$ cat src/rtl/recorder_pkg.sv
// rtl/recorder_pkg.sv - shared state encoding and constants for the trace sequencer
package recorder_pkg;

    typedef enum logic [2:0] {
        ST_IDLE    = 3'd0,
        ST_HOLDOFF = 3'd1,
        ST_ARMED   = 3'd2,
        ST_CAPTURE = 3'd3,
        ST_DONE    = 3'd4
    } seq_state_e;

    localparam int TO_PRESCALE   = 1024;
    localparam int HOLDOFF_UNIT  = 8;
    localparam int HOLDOFF_MIN   = 2;
    localparam int STAT_TRIG_BIT = 4;
    localparam int STAT_TO_BIT   = 3;

endpackage

$ cat src/rtl/trace_sequencer_if.sv
// rtl/trace_sequencer_if.sv - control/handshake bundle between sequencer and data recorder
interface trace_sequencer_if;

    logic [7:0] rec_ctl;
    logic       rec_stopped;
    logic       rd_done;

    modport master (output rec_ctl, input rec_stopped, input rd_done);
    modport slave  (input rec_ctl, output rec_stopped, output rd_done);

endinterface

$ cat src/rtl/rec_tick_timer.sv
// rtl/rec_tick_timer.sv - prescaled down-counter; done is high in the last cycle of a units*prescale interval
module rec_tick_timer #(
    parameter int PRE_W = 11
) (
    input  logic             clk8M,
    input  logic             reset_n,
    input  logic             load,
    input  logic [7:0]       units,
    input  logic [PRE_W-1:0] prescale,
    output logic             done
);

    logic [7:0]       unit_cnt;
    logic [PRE_W-1:0] pre_cnt;
    logic [PRE_W-1:0] pre_rel;

    // Loaded as (units-1, prescale-1) so that done lands exactly in cycle units*prescale after the load edge.
    always_ff @(posedge clk8M or negedge reset_n) begin
        if (!reset_n) begin
            unit_cnt <= '0;
            pre_cnt  <= '0;
            pre_rel  <= '0;
        end else if (load) begin
            unit_cnt <= units - 8'd1;
            pre_cnt  <= prescale - PRE_W'(1);
            pre_rel  <= prescale - PRE_W'(1);
        end else if (pre_cnt == '0) begin
            pre_cnt  <= pre_rel;
            unit_cnt <= unit_cnt - 8'd1;
        end else begin
            pre_cnt  <= pre_cnt - PRE_W'(1);
        end
    end

    assign done = (unit_cnt == '0) && (pre_cnt == '0);

endmodule

$ cat src/rtl/trace_sequencer.sv
// rtl/trace_sequencer.sv - arms the data recorder, catches the first masked detector pulse, hands off to readout
module trace_sequencer
    import recorder_pkg::*;
#(
    parameter int TS_W        = 16,
    parameter int TO_PRESCALE = recorder_pkg::TO_PRESCALE
) (
    input  logic             clk8M,
    input  logic             reset_n,
    input  logic             cfg_arm,
    input  logic             cfg_auto,
    input  logic [5:0]       cfg_mask,
    input  logic [7:0]       cfg_holdoff,
    input  logic [7:0]       cfg_timeout,
    input  logic [5:0]       det,
    trace_sequencer_if.master rec,
    output logic [7:0]       status,
    output logic [5:0]       trig_src,
    output logic [TS_W-1:0]  trig_time,
    output logic [7:0]       trig_cnt,
    output logic             irq
);

    localparam int PRE_W = ($clog2(TO_PRESCALE + 1) > 4) ? $clog2(TO_PRESCALE + 1) : 4;

    seq_state_e       state;
    logic             arm_low_q;
    logic             to_en;
    logic             trig_f;
    logic             to_f;
    logic [TS_W-1:0]  ts;
    logic [7:0]       rec_ctl_q;

    logic [5:0]       hit_src;
    logic             hit;
    logic             start_holdoff;
    logic             start_armed;
    logic             tmr_load;
    logic             tmr_done;
    logic [7:0]       tmr_units;
    logic [PRE_W-1:0] tmr_pre;

    assign hit_src = det & cfg_mask;
    assign hit     = |hit_src;

    // arm_low_q resets to 0, so an arm level already high at reset release is not taken as an edge.
    assign start_holdoff = cfg_arm && (((state == ST_IDLE) && arm_low_q) ||
                                       ((state == ST_DONE) && rec.rd_done && cfg_auto));
    assign start_armed   = cfg_arm && (state == ST_HOLDOFF) && tmr_done;
    assign tmr_load      = start_holdoff || start_armed;

    always_comb begin
        tmr_units = cfg_holdoff;
        tmr_pre   = PRE_W'(HOLDOFF_UNIT);
        if (state == ST_HOLDOFF) begin
            tmr_units = cfg_timeout;
            tmr_pre   = PRE_W'(TO_PRESCALE);
        end else if (cfg_holdoff == 8'd0) begin
            tmr_units = 8'd1;
            tmr_pre   = PRE_W'(HOLDOFF_MIN);
        end
    end

    rec_tick_timer #(.PRE_W(PRE_W)) u_timer (
        .clk8M    (clk8M),
        .reset_n  (reset_n),
        .load     (tmr_load),
        .units    (tmr_units),
        .prescale (tmr_pre),
        .done     (tmr_done)
    );

    always_ff @(posedge clk8M or negedge reset_n) begin
        if (!reset_n) ts <= '0;
        else          ts <= ts + 1'b1;
    end

    always_ff @(posedge clk8M or negedge reset_n) begin
        if (!reset_n) begin
            state     <= ST_IDLE;
            arm_low_q <= 1'b0;
            to_en     <= 1'b0;
            trig_f    <= 1'b0;
            to_f      <= 1'b0;
            rec_ctl_q <= '0;
            trig_src  <= '0;
            trig_time <= '0;
            trig_cnt  <= '0;
            irq       <= 1'b0;
        end else begin
            arm_low_q <= ~cfg_arm;
            irq       <= 1'b0;
            if (!cfg_arm) begin
                state     <= ST_IDLE;
                rec_ctl_q <= '0;
            end else begin
                case (state)
                    ST_IDLE: if (start_holdoff) begin
                        state    <= ST_HOLDOFF;
                        trig_cnt <= '0;
                        trig_f   <= 1'b0;
                        to_f     <= 1'b0;
                        trig_src <= '0;
                    end
                    ST_HOLDOFF: begin
                        rec_ctl_q <= '0;
                        if (start_armed) begin
                            state     <= ST_ARMED;
                            rec_ctl_q <= {2'b10, cfg_mask};
                            to_en     <= (cfg_timeout != 8'd0);
                        end
                    end
                    // Trigger is checked before the timeout so a coincident pulse wins.
                    ST_ARMED: if (hit) begin
                        state     <= ST_CAPTURE;
                        trig_src  <= hit_src;
                        trig_time <= ts;
                        if (trig_cnt != 8'hFF) trig_cnt <= trig_cnt + 8'd1;
                    end else if (to_en && tmr_done) begin
                        state     <= ST_IDLE;
                        to_f      <= 1'b1;
                        irq       <= 1'b1;
                        rec_ctl_q <= '0;
                    end else begin
                        rec_ctl_q <= {2'b10, cfg_mask};
                    end
                    ST_CAPTURE: if (rec.rec_stopped) begin
                        state  <= ST_DONE;
                        trig_f <= 1'b1;
                        irq    <= 1'b1;
                    end
                    ST_DONE: if (rec.rd_done) begin
                        state     <= start_holdoff ? ST_HOLDOFF : ST_IDLE;
                        rec_ctl_q <= '0;
                    end
                    default: begin
                        state     <= ST_IDLE;
                        rec_ctl_q <= '0;
                    end
                endcase
            end
        end
    end

    assign rec.rec_ctl = rec_ctl_q;

    always_comb begin
        status                = '0;
        status[2:0]           = state;
        status[STAT_TRIG_BIT] = trig_f;
        status[STAT_TO_BIT]   = to_f;
    end

endmodule
$ cat src/flat_wrapper.sv
// flat-port wrapper written by rule: the top's interface ports become plain ports
module trace_sequencer_flat import recorder_pkg::*;
#(
    parameter int TS_W        = 16,
    parameter int TO_PRESCALE = recorder_pkg::TO_PRESCALE
)
  (clk8M, reset_n, cfg_arm, cfg_auto, cfg_mask, cfg_holdoff, cfg_timeout, det, status, trig_src, trig_time, trig_cnt, irq, rec_rec_ctl, rec_rec_stopped, rec_rd_done);
  trace_sequencer_if rec_i ();
  input  logic clk8M;
  input  logic reset_n;
  input  logic cfg_arm;
  input  logic cfg_auto;
  input  logic [5:0] cfg_mask;
  input  logic [7:0] cfg_holdoff;
  input  logic [7:0] cfg_timeout;
  input  logic [5:0] det;
  output logic [7:0] status;
  output logic [5:0] trig_src;
  output logic [TS_W-1:0] trig_time;
  output logic [7:0] trig_cnt;
  output logic irq;
  output wire logic [$bits(rec_i.rec_ctl)-1:0] rec_rec_ctl;
  input wire logic [$bits(rec_i.rec_stopped)-1:0] rec_rec_stopped;
  input wire logic [$bits(rec_i.rd_done)-1:0] rec_rd_done;
  assign rec_rec_ctl = rec_i.rec_ctl;
  assign rec_i.rec_stopped = rec_rec_stopped;
  assign rec_i.rd_done = rec_rd_done;
  trace_sequencer #(.TS_W(TS_W), .TO_PRESCALE(TO_PRESCALE)) u_core (.clk8M(clk8M), .reset_n(reset_n), .cfg_arm(cfg_arm), .cfg_auto(cfg_auto), .cfg_mask(cfg_mask), .cfg_holdoff(cfg_holdoff), .cfg_timeout(cfg_timeout), .det(det), .rec(rec_i), .status(status), .trig_src(trig_src), .trig_time(trig_time), .trig_cnt(trig_cnt), .irq(irq));
endmodule
$ cat config.mk
export PLATFORM = sky130hd
export DESIGN_NAME = trace_sequencer_flat
export DESIGN_NICKNAME = d
export VERILOG_FILES = /design/src/rtl/recorder_pkg.sv /design/src/rtl/trace_sequencer_if.sv /design/src/rtl/rec_tick_timer.sv /design/src/rtl/trace_sequencer.sv /design/src/flat_wrapper.sv
export SDC_FILE = /design/constraint.sdc
export NUM_CORES = 1
export LEC_CHECK = 0
export CORE_ASPECT_RATIO = 1.5
export CORE_MARGIN = 2
export CORE_UTILIZATION = 40
export CTS_BUF_LIST = sky130_fd_sc_hd__clkbuf_4 sky130_fd_sc_hd__clkbuf_8
export DETAILED_ROUTE_END_ITERATION = 16
export HOLD_SLACK_MARGIN = 0.02
export PLACE_DENSITY = 0.69
export SLEW_MARGIN = 10
export SYNTH_ARGS = -nofsm -noshare
export SYNTH_HDL_FRONTEND = slang
export SYNTH_HIERARCHICAL = 1
export SYNTH_SLANG_ARGS = --single-unit
$ cat constraint.sdc
create_clock -name clk8M -period 3.45 [get_ports clk8M]
set_input_delay 1.035 -clock clk8M [delete_from_list [all_inputs] [get_ports clk8M]]
set_output_delay 1.035 -clock clk8M [all_outputs]
set_load 0.01 [all_outputs]
==> implementation parameters, run 1 <==
Parameter                              Value

Status
  Run status ... completed

Setup path
  Category of the worst setup path launch point ... primary input
  Highest net fanout along the worst path ... 4
  Start of the worst register-to-register path ... u_core/u_timer/pre_cnt[0]
  Kind of capture point of the worst setup path ... register
  Slack of the worst reg-to-reg path ... 0.41 ns
  Worst reg2reg path depth ... 14
  CP required ... 3.70 ns
  Worst setup path class ... in2reg
  Start point of the critical path ... cfg_holdoff[0]
  Arrival time worst endpoint ... 3.30 ns
  Endpoint of the lowest-slack register-to-register path ... u_core/u_timer/unit_cnt[6]

CTS
  Number of hold buffers added after cts ... 0
  Cell at the root of the clock tree ... sky130_fd_sc_hd__clkbuf_8
  Max H-tree Level ... 3
  Buffer depth of the longest clock path ... 2
  Buffers inserted by post-CTS timing repair ... 0
  CTS clk-pin slew, worst paths ... 0.11 ns
  Worst-skew pair later-pin latency ... 0.37 ns
  Number of buffers inserted during clock tree synthesis ... 9
  Clock Sink Count ... 91
  CTS tree ... yes

STA
  Timing-limited maximum frequency ... 327 MHz
  Worst rel slew slack ... 38.0%
  Final-report setup violation count ... 0
  Unrepaired setup endpoints after global routing ... no
  Count of final max-slew check failures ... 0
  Fin Setup TNS ... 0 ns
  Final Hold Viols ... 0
  Slew at the pin with the worst max-slew slack ... 0.924 ns
  Final period util ... 88.7%
  Period minus WS final ... 3.06 ns
  Post-route clock skew ... 0.0106 ns

Route
  Detailed-route vias per instance ... 5.45
  Antenna-violating nets left ... 0
  Vias ... 4052
  Wire length after detailed routing ... 11900 um
  Initial detailed-routing violation count ... 218
  Remaining design rule violation count ... 0
  Post-detailed-route wirelength per cell ... 16.0 um
  First-pass DRT Iterations ... 4

Floorplan
  Initial core utilization ... 40.6%
  Overall die width ... 95.6 um
  Row count ... 50
  Number of top-level pins ... 81
  Total die area ... 13500 um2
  Core area ... 12400 um2
  Chip Height ... 141 um

Run
  Max-cap violations ... 0

Power
  Power per cell area ... 587 nW/um2
  Part of the total power dissipated in the clock network ... 19.6%
  Fraction of power spent switching nets ... 37.5%
  Sequential share of power ... 41.8%
  VDD IR max ... 298 uV
  Cell internal pwr ... 0.00233 W
  Switching power ... 0.00140 W
  Combinational Power Share ... 38.5%
  Reported leakage power ... 2.72 nW

Yosys
  Most used flip-flop cell after synthesis ... sky130_fd_sc_hd__dfrtp_1
  Unique masters post-synth ... 72
  Warning count from the yosys run ... 6
  Post-synthesis async set-or-reset flop share ... 100%
  Post-Synthesis Cell Area ... 5030 um2
  Instance count of the mapped netlist ... 471
  Post-synthesis average cell area ... 10.7 um2
  Post-synth EDFFs ... 0
  Post-synthesis sequential area ratio ... 45.2%
  Synthesis-stage register bit count ... 91

GRT
  Maximum number of pins on one net before global-route repair ... 55
  Via count of the first global-routing pass ... 4039
  Total grt overflow ... 0
  GRT Resource Usage Total ... 18.2%
  Initial antenna violation count ... 0
  First-pass GRT wire length ... 19400 um

Place
  HPWL after detailed placement ... 9000 um
  Quantity of I/O buffers inserted on ports ... 76
  Cell area reported after detailed placement ... 6140 um2
  Final weighted congestion of routability-driven global placement ... 0.853

Finish
  Fin nets ... 622
  Leading cell type in the layout, fill and taps excluded ... sky130_fd_sc_hd__dfrtp_1
  Syn-to-layout area delta ... 26.0%
  Sequential cell area ... 2280 um2
  Antenna diode instance count ... 0
  Top library cells by usage in the layout, fill and taps aside ... sky130_fd_sc_hd__dfrtp_1 (91), sky130_fd_sc_hd__clkdlybuf4s50_1 (75), sky130_fd_sc_hd__mux2_2 (30), sky130_fd_sc_hd__nor2_1 (29), sky130_fd_sc_hd__conb_1 (26)
  Area of combinational cells with multiple inputs ... 2660 um2
  Share of final-layout standard cells stronger than drive strength 1 ... 16.0%
  Design Area, Final ... 6340 um2
  Fillers ... 1137

Hold path
  Hold Path Class ... reg2reg
  Hold endpoint ... u_core/ts[15]
  Instance count along the most critical hold path ... 1
  Hold path startpoint ... u_core/ts[15]
cell type report:
| type | instances | area share [%] |
|---|---|---|
| multi-input cells | 362 | 41.9 |
| flip-flops and latches | 91 | 35.9 |
| repair buffers | 99 | 14.9 |
| well taps | 156 | 3.08 |
| clock buffers | 9 | 1.95 |
| clock inverters | 7 | 1.20 |
| inverters | 19 | 1.12 |
through the flow:
stage	power [W]	setup WS (ns)	utilization (%)	cells	hold WS, ns
2_1_floorplan	0.00247	0.0790	-	496	0.440
3_3_place_gp	0.00298	0.0822	49.5	727	0.463
3_5_place_dp	0.00302	0.00687	49.5	727	0.464
4_1_cts	0.00377	0.290	51.2	743	0.479
5_1_grt	0.00400	0.0849	51.2	743	0.518
6_report	0.00372	0.391	51.2	743	0.473
timing repair:
action,CTS,global route
endpoints found under the setup margin,0,1
resized for setup,0,1
hold endpoints to repair,0,0
critical path, cell delays in order:
cell and delay, ns:
sky130_fd_sc_hd__clkdlybuf4s50_1 0.43, sky130_fd_sc_hd__or4_1 0.56, sky130_fd_sc_hd__nor2_1 0.16, sky130_fd_sc_hd__nor2_1 0.05, sky130_fd_sc_hd__o21ai_0 0.23, sky130_fd_sc_hd__mux2i_1 0.14, sky130_fd_sc_hd__ha_1 0.25, sky130_fd_sc_hd__o211ai_1 0.16
sky130_fd_sc_hd__xor2_1 0.18, sky130_fd_sc_hd__o211ai_1 0.10
metal layers:
metal	up-vias	track usage [%]	wire (um)
li1	1944	-	-
met3	21	4.09	534
met5	-	0	0
met4	0	6.69	235
met2	118	33.1	6470
met1	1969	20.4	4680
cells in the mapped netlist, types with 4 or more instances:
master | n | area share (%)
sky130_fd_sc_hd__nor4_1 | 12 | 1.5
sky130_fd_sc_hd__nor3b_1 | 5 | 0.75
sky130_fd_sc_hd__xnor2_1 | 17 | 3.0
sky130_fd_sc_hd__a22o_1 | 8 | 1.4
sky130_fd_sc_hd__o211ai_1 | 8 | 1.2
sky130_fd_sc_hd__nor2_1 | 29 | 2.2
sky130_fd_sc_hd__ha_1 | 6 | 1.5
sky130_fd_sc_hd__or4_1 | 5 | 0.75
sky130_fd_sc_hd__mux2_2 | 30 | 6.7
sky130_fd_sc_hd__xor2_1 | 17 | 3.0
sky130_fd_sc_hd__clkbuf_1 | 7 | 0.52
sky130_fd_sc_hd__and3_1 | 14 | 1.7
sky130_fd_sc_hd__nand4_1 | 13 | 1.6
sky130_fd_sc_hd__mux2i_1 | 14 | 2.8
sky130_fd_sc_hd__dfrtp_1 | 91 | 45
sky130_fd_sc_hd__or3_1 | 4 | 0.50
sky130_fd_sc_hd__nor3_1 | 10 | 0.99
sky130_fd_sc_hd__buf_2 | 5 | 0.50
sky130_fd_sc_hd__buf_4 | 8 | 1.2
sky130_fd_sc_hd__nand2b_1 | 6 | 0.75
sky130_fd_sc_hd__a31oi_1 | 11 | 1.4
sky130_fd_sc_hd__nand3_1 | 14 | 1.4
sky130_fd_sc_hd__o21ai_0 | 23 | 2.3
sky130_fd_sc_hd__inv_1 | 18 | 1.3
sky130_fd_sc_hd__a21oi_1 | 12 | 1.2
sky130_fd_sc_hd__nand2_1 | 21 | 1.6
cells by family after synthesis:
kind of cell | after synthesis | synth area share, %
AO/OA/AOI/OAI | 91 | 13.9
XOR/XNOR | 34 | 5.92
adder cells (fa/ha/maj) | 6 | 1.49
buffers and inverters | 43 | 4.08
flip-flops | 91 | 45.2
multiplexers | 48 | 10.6
other | 1 | 0.0745
AND/OR/NAND/NOR | 157 | 18.6
power groups by stage:
stage | sequential, W | clock, W | combinational (W)
final | 0.00156 | 0.000731 | 0.00143
after global routing | 0.00160 | 0.000814 | 0.00158
after CTS | 0.00156 | 0.000761 | 0.00145
after detailed placement | 0.00158 | 0 | 0.00144
after global placement | 0.00157 | 0 | 0.00141
after floorplan | 0.00156 | 0 | 0.000913
how the worst max path moves through the flow:
| stage | slack [ns] | end | cells after the start |
|---|---|---|---|
| 2_1_floorplan | 0.08 | u_core/u_timer/unit_cnt[6] | 13 |
| 3_3_place_gp | 0.08 | u_core/u_timer/unit_cnt[6] | 10 |
| 3_5_place_dp | 0.007 | u_core/u_timer/unit_cnt[6] | 10 |
| 4_1_cts | 0.29 | u_core/u_timer/unit_cnt[6] | 14 |
| 5_1_grt | 0.08 | u_core/u_timer/unit_cnt[6] | 14 |
| 6_report | 0.39 | u_core/u_timer/unit_cnt[6] | 10 |
state kept, by name, summed over array words and instances, names as in the netlist, 3 cells and up:
name,flops
u_core/rec.rec_ctl,7
u_core/state,3
u_core/trig_cnt,8
u_core/trig_src,6
u_core/trig_time,16
u_core/ts,16
u_core/u_timer/pre_cnt,11
u_core/u_timer/pre_rel,11
u_core/u_timer/unit_cnt,8
Note: power is estimated with default switching activity, not from simulation.
==> inputs of run 2 (changes only) <==
--- a/config.mk
+++ b/config.mk
@@ -5,13 +5,15 @@
 export SDC_FILE = /design/constraint.sdc
 export NUM_CORES = 1
 export LEC_CHECK = 0
+export CAP_MARGIN = 20
 export CORE_ASPECT_RATIO = 1.5
 export CORE_MARGIN = 2
 export CORE_UTILIZATION = 40
 export CTS_BUF_LIST = sky130_fd_sc_hd__clkbuf_4 sky130_fd_sc_hd__clkbuf_8
 export DETAILED_ROUTE_END_ITERATION = 16
+export DONT_BUFFER_PORTS = 1
 export HOLD_SLACK_MARGIN = 0.02
-export PLACE_DENSITY = 0.69
+export PLACE_DENSITY = 0.6
 export SLEW_MARGIN = 10
 export SYNTH_ARGS = -nofsm -noshare
 export SYNTH_HDL_FRONTEND = slang
==> run 2 against run 1 <==
  * Critical path depth increased by 4
  * Via count decreased by 7.7%
  * Maximum frequency is 0.73% higher
  * Combinational power decreased by 22%
  * Sequential power increased by 4%
  * Non-clock buffer count shrank 87
  * Worst hold slack got worse by 0.13 ns
==> implementation parameters, run 2 (synthesis results as in run 1) <==
Parameter                              Value

CTS
  Max H-tree Level ... 3 (unchanged)
  Buffer depth of the longest clock path ... 2 (unchanged)
  Clock Sink Count ... 91 (unchanged)
  Worst-skew pair later-pin latency ... 0.37 ns (about the same)
  Cell at the root of the clock tree ... sky130_fd_sc_hd__clkbuf_8
  Buffers inserted by post-CTS timing repair ... 0 (unchanged)
  Post-CTS resize count ... 0 (unchanged)
  Number of hold buffers added after cts ... 0 (unchanged)
  Number of buffers inserted during clock tree synthesis ... 9 (unchanged)
  CTS tree ... yes
  CTS clk-pin slew, worst paths ... 0.10 ns (about the same)

Power
  VDD IR max ... 204 uV (-32%)
  Power per cell area ... 629 nW/um2 (+7.1%)
  Reported leakage power ... 2.37 nW (-13%)
  Power consumption ... 0.00344 W (-7.6%)

Setup path
  Start of the worst register-to-register path ... u_core/u_timer/pre_cnt[0]
  Arrival time worst endpoint ... 3.33 ns (+0.03 ns)
  CP required ... 3.74 ns (+0.04 ns)
  Kind of capture point of the worst setup path ... register
  Largest stage delay on the critical path ... 0.43 ns (-0.13 ns)
  Slowest stage cell on the critical path ... sky130_fd_sc_hd__dfrtp_1
  Worst path buffer plus inverter count ... 3 (+2)
  Worst setup path class ... reg2reg
  Critical path, cell by cell ... inv_1 -> ha_1 -> nand2b_1 -> nor2_1 -> nand3_1 -> nor3_1 -> a21oi_1 -> nor3_2 -> buf_4 -> buf_4 -> mux2i_1 -> nand3_1 -> or4_1 -> o211ai_1
  Highest net fanout along the worst path ... 18 (+14)
  Endpoint of the lowest-slack register-to-register path ... u_core/u_timer/unit_cnt[4]
  Kind of cell adding the most delay to the critical path ... simple AND/OR/NAND/NOR gates
  Slack of the worst reg-to-reg path ... 0.41 ns (about the same)
  Category of the worst setup path launch point ... register
  Worst reg2reg path depth ... 14 (unchanged)

STA
  Period minus WS final ... 3.04 ns (-0.0221 ns)
  Unrepaired setup endpoints after global routing ... no
  Fin Setup TNS ... 0 ns (unchanged)
  Post-route setup slack ... 0.413 ns (+0.0221 ns)
  Slew at the pin with the worst max-slew slack ... 0.890 ns (-0.0342 ns)
  Count of final max-slew check failures ... 0 (unchanged)
  Final-report setup violation count ... 0 (unchanged)
  Final Hold Viols ... 0 (unchanged)
  Worst rel slew slack ... 40.3% (+2.3 points)
  Final period util ... 88.0% (-0.64 points)
  Post-route clock skew ... 0.0108 ns (+0.000205 ns)
  Worst hold margin ... 0.346 ns (-0.127 ns)
  Timing-limited maximum frequency ... 329 MHz (+0.73%)

GRT
  Maximum number of pins on one net before global-route repair ... 92 (+67%)
  Initial antenna violation count ... 0 (unchanged)
  GRT Resource Usage Total ... 17.3% (-0.91 points)
  Total grt overflow ... 0 (unchanged)
  Via count of the first global-routing pass ... 3768 (-6.7%)
  First-pass GRT wire length ... 18400 um (-4.9%)

Run
  Max-cap violations ... 0 (unchanged)

Route
  Detailed-route vias per instance ... 5.70 (+4.5%)
  Post-detailed-route wirelength per cell ... 17.7 um (+10%)
  First-pass DRT Iterations ... 4 (unchanged)
  Wire length after detailed routing ... 11600 um (-2.8%)
  Antenna-violating nets left ... 0 (unchanged)
  Remaining design rule violation count ... 0 (unchanged)
  Initial detailed-routing violation count ... 145 (-33%)
  Vias ... 3740 (-7.7%)

Finish
  Top library cells by usage in the layout, fill and taps aside ... sky130_fd_sc_hd__dfrtp_1 (91), sky130_fd_sc_hd__mux2_2 (30), sky130_fd_sc_hd__nor2_1 (29), sky130_fd_sc_hd__conb_1 (26), sky130_fd_sc_hd__o21ai_0 (23)
  Regs by FF count ... u_core/trig_time (16), u_core/ts (16)
  Share of final-layout standard cells stronger than drive strength 1 ... 16.2% (+0.19 points)
  Leading cell type in the layout, fill and taps excluded ... sky130_fd_sc_hd__dfrtp_1
  Area of combinational cells with multiple inputs ... 2650 um2 (-0.19%)
  Util after Layout ... 44.1% (-7.1 points)
  Fin nets ... 535 (-14%)
  Syn-to-layout area delta ... 8.60%
  Fillers ... 1171 (+3.0%)
  Sequential cell area ... 2280 um2 (unchanged)
  Antenna diode instance count ... 0 (unchanged)

Place
  Final weighted congestion of routability-driven global placement ... 0.859 (+0.67%)
  Post-place setup slack ... 0.410 ns (+0.403 ns)
  Quantity of I/O buffers inserted on ports ... 0 (-100%)
  HPWL after detailed placement ... 8380 um (-6.9%)

Floorplan
  Initial core utilization ... 40.6% (unchanged)
  Number of top-level pins ... 81 (unchanged)
  Overall die width ... 95.6 um (unchanged)
  Core area ... 12400 um2 (unchanged)
  Chip Height ... 141 um (unchanged)
  Total die area ... 13500 um2 (unchanged)
  Row count ... 50 (unchanged)

Status
  Run status ... completed

Hold path
  Hold Path Class ... in2async
[run 2: cell count changes in the layout (fill, tap and decap cells not counted)]
cell                              delta
sky130_fd_sc_hd__clkinvlp_4          +1
sky130_fd_sc_hd__inv_8               -2
sky130_fd_sc_hd__clkinv_8            -1
sky130_fd_sc_hd__nor3_2              -1
sky130_fd_sc_hd__buf_4              -11
sky130_fd_sc_hd__clkinv_4            +1
sky130_fd_sc_hd__nor3_1              +1
sky130_fd_sc_hd__clkdlybuf4s50_1    -75
sky130_fd_sc_hd__clkinv_2            +1
sky130_fd_sc_hd__buf_12              -1
[run 2: how the worst max path moves through the flow]
| stage | startpoint | end | slack (ns) | cells after the start |
|---|---|---|---|---|
| global route | u_core/u_timer/pre_cnt[0] | u_core/u_timer/unit_cnt[6] | 0.05 | 14 |
| finish | u_core/u_timer/pre_cnt[0] | u_core/u_timer/unit_cnt[4] | 0.41 | 14 |
| floorplan | u_core/u_timer/unit_cnt[2] | u_core/u_timer/unit_cnt[6] | 0.08 | 13 |
| CTS | u_core/u_timer/pre_cnt[0] | u_core/u_timer/unit_cnt[4] | 0.40 | 14 |
| detailed placement | u_core/u_timer/pre_cnt[0] | u_core/u_timer/unit_cnt[4] | 0.41 | 14 |
| global placement | cfg_holdoff[4] | u_core/u_timer/unit_cnt[6] | 0.49 | 9 |
[run 2: per-layer routing]
layer / up-vias / part of all wire [%] / GRT usage (%)
met1: 1843 / 38 / 18.8
met5: - / 0 / 0
met4: 0 / 2.4 / 8.27
met3: 20 / 6.2 / 3.51
li1: 1766 / - / -
met2: 111 / 54 / 31.4
[run 2: final cells by class]
cell class                 instances  share of cell area [%]
clock buffer                       9                    2.27
clock inverter                     7                    1.08
inverter                          19                    1.30
multi-input combinational        362                    48.5
sequential                        91                    41.7
tap                              156                    3.57
timing repair buffer              12                    1.65
[run 2: through the flow]
step                      instances  area (um2)
after floorplan                 496        5130
after global placement          640        5280
after detailed placement        640        5280
after CTS                       656        5470
after global routing            656        5470
final                           656        5470
[run 2: power breakdown]
group          total (W)  switching [W]  internal [W]
registers        0.00162       0.000295       0.00132
clock network   0.000696       0.000421      0.000275
logic            0.00112       0.000609      0.000513
[run 2: worst register-to-register path: cells and delay by family (launching register included)]
family | cells | cell delay (ns)
muxes | 1 | 0.26
DFF | 1 | 0.43
and+or+nand+nor | 7 | 1.33
AOI/OAI and AO/OA | 2 | 0.20
buffers and inverters | 3 | 0.52
adders and majority gates | 1 | 0.22
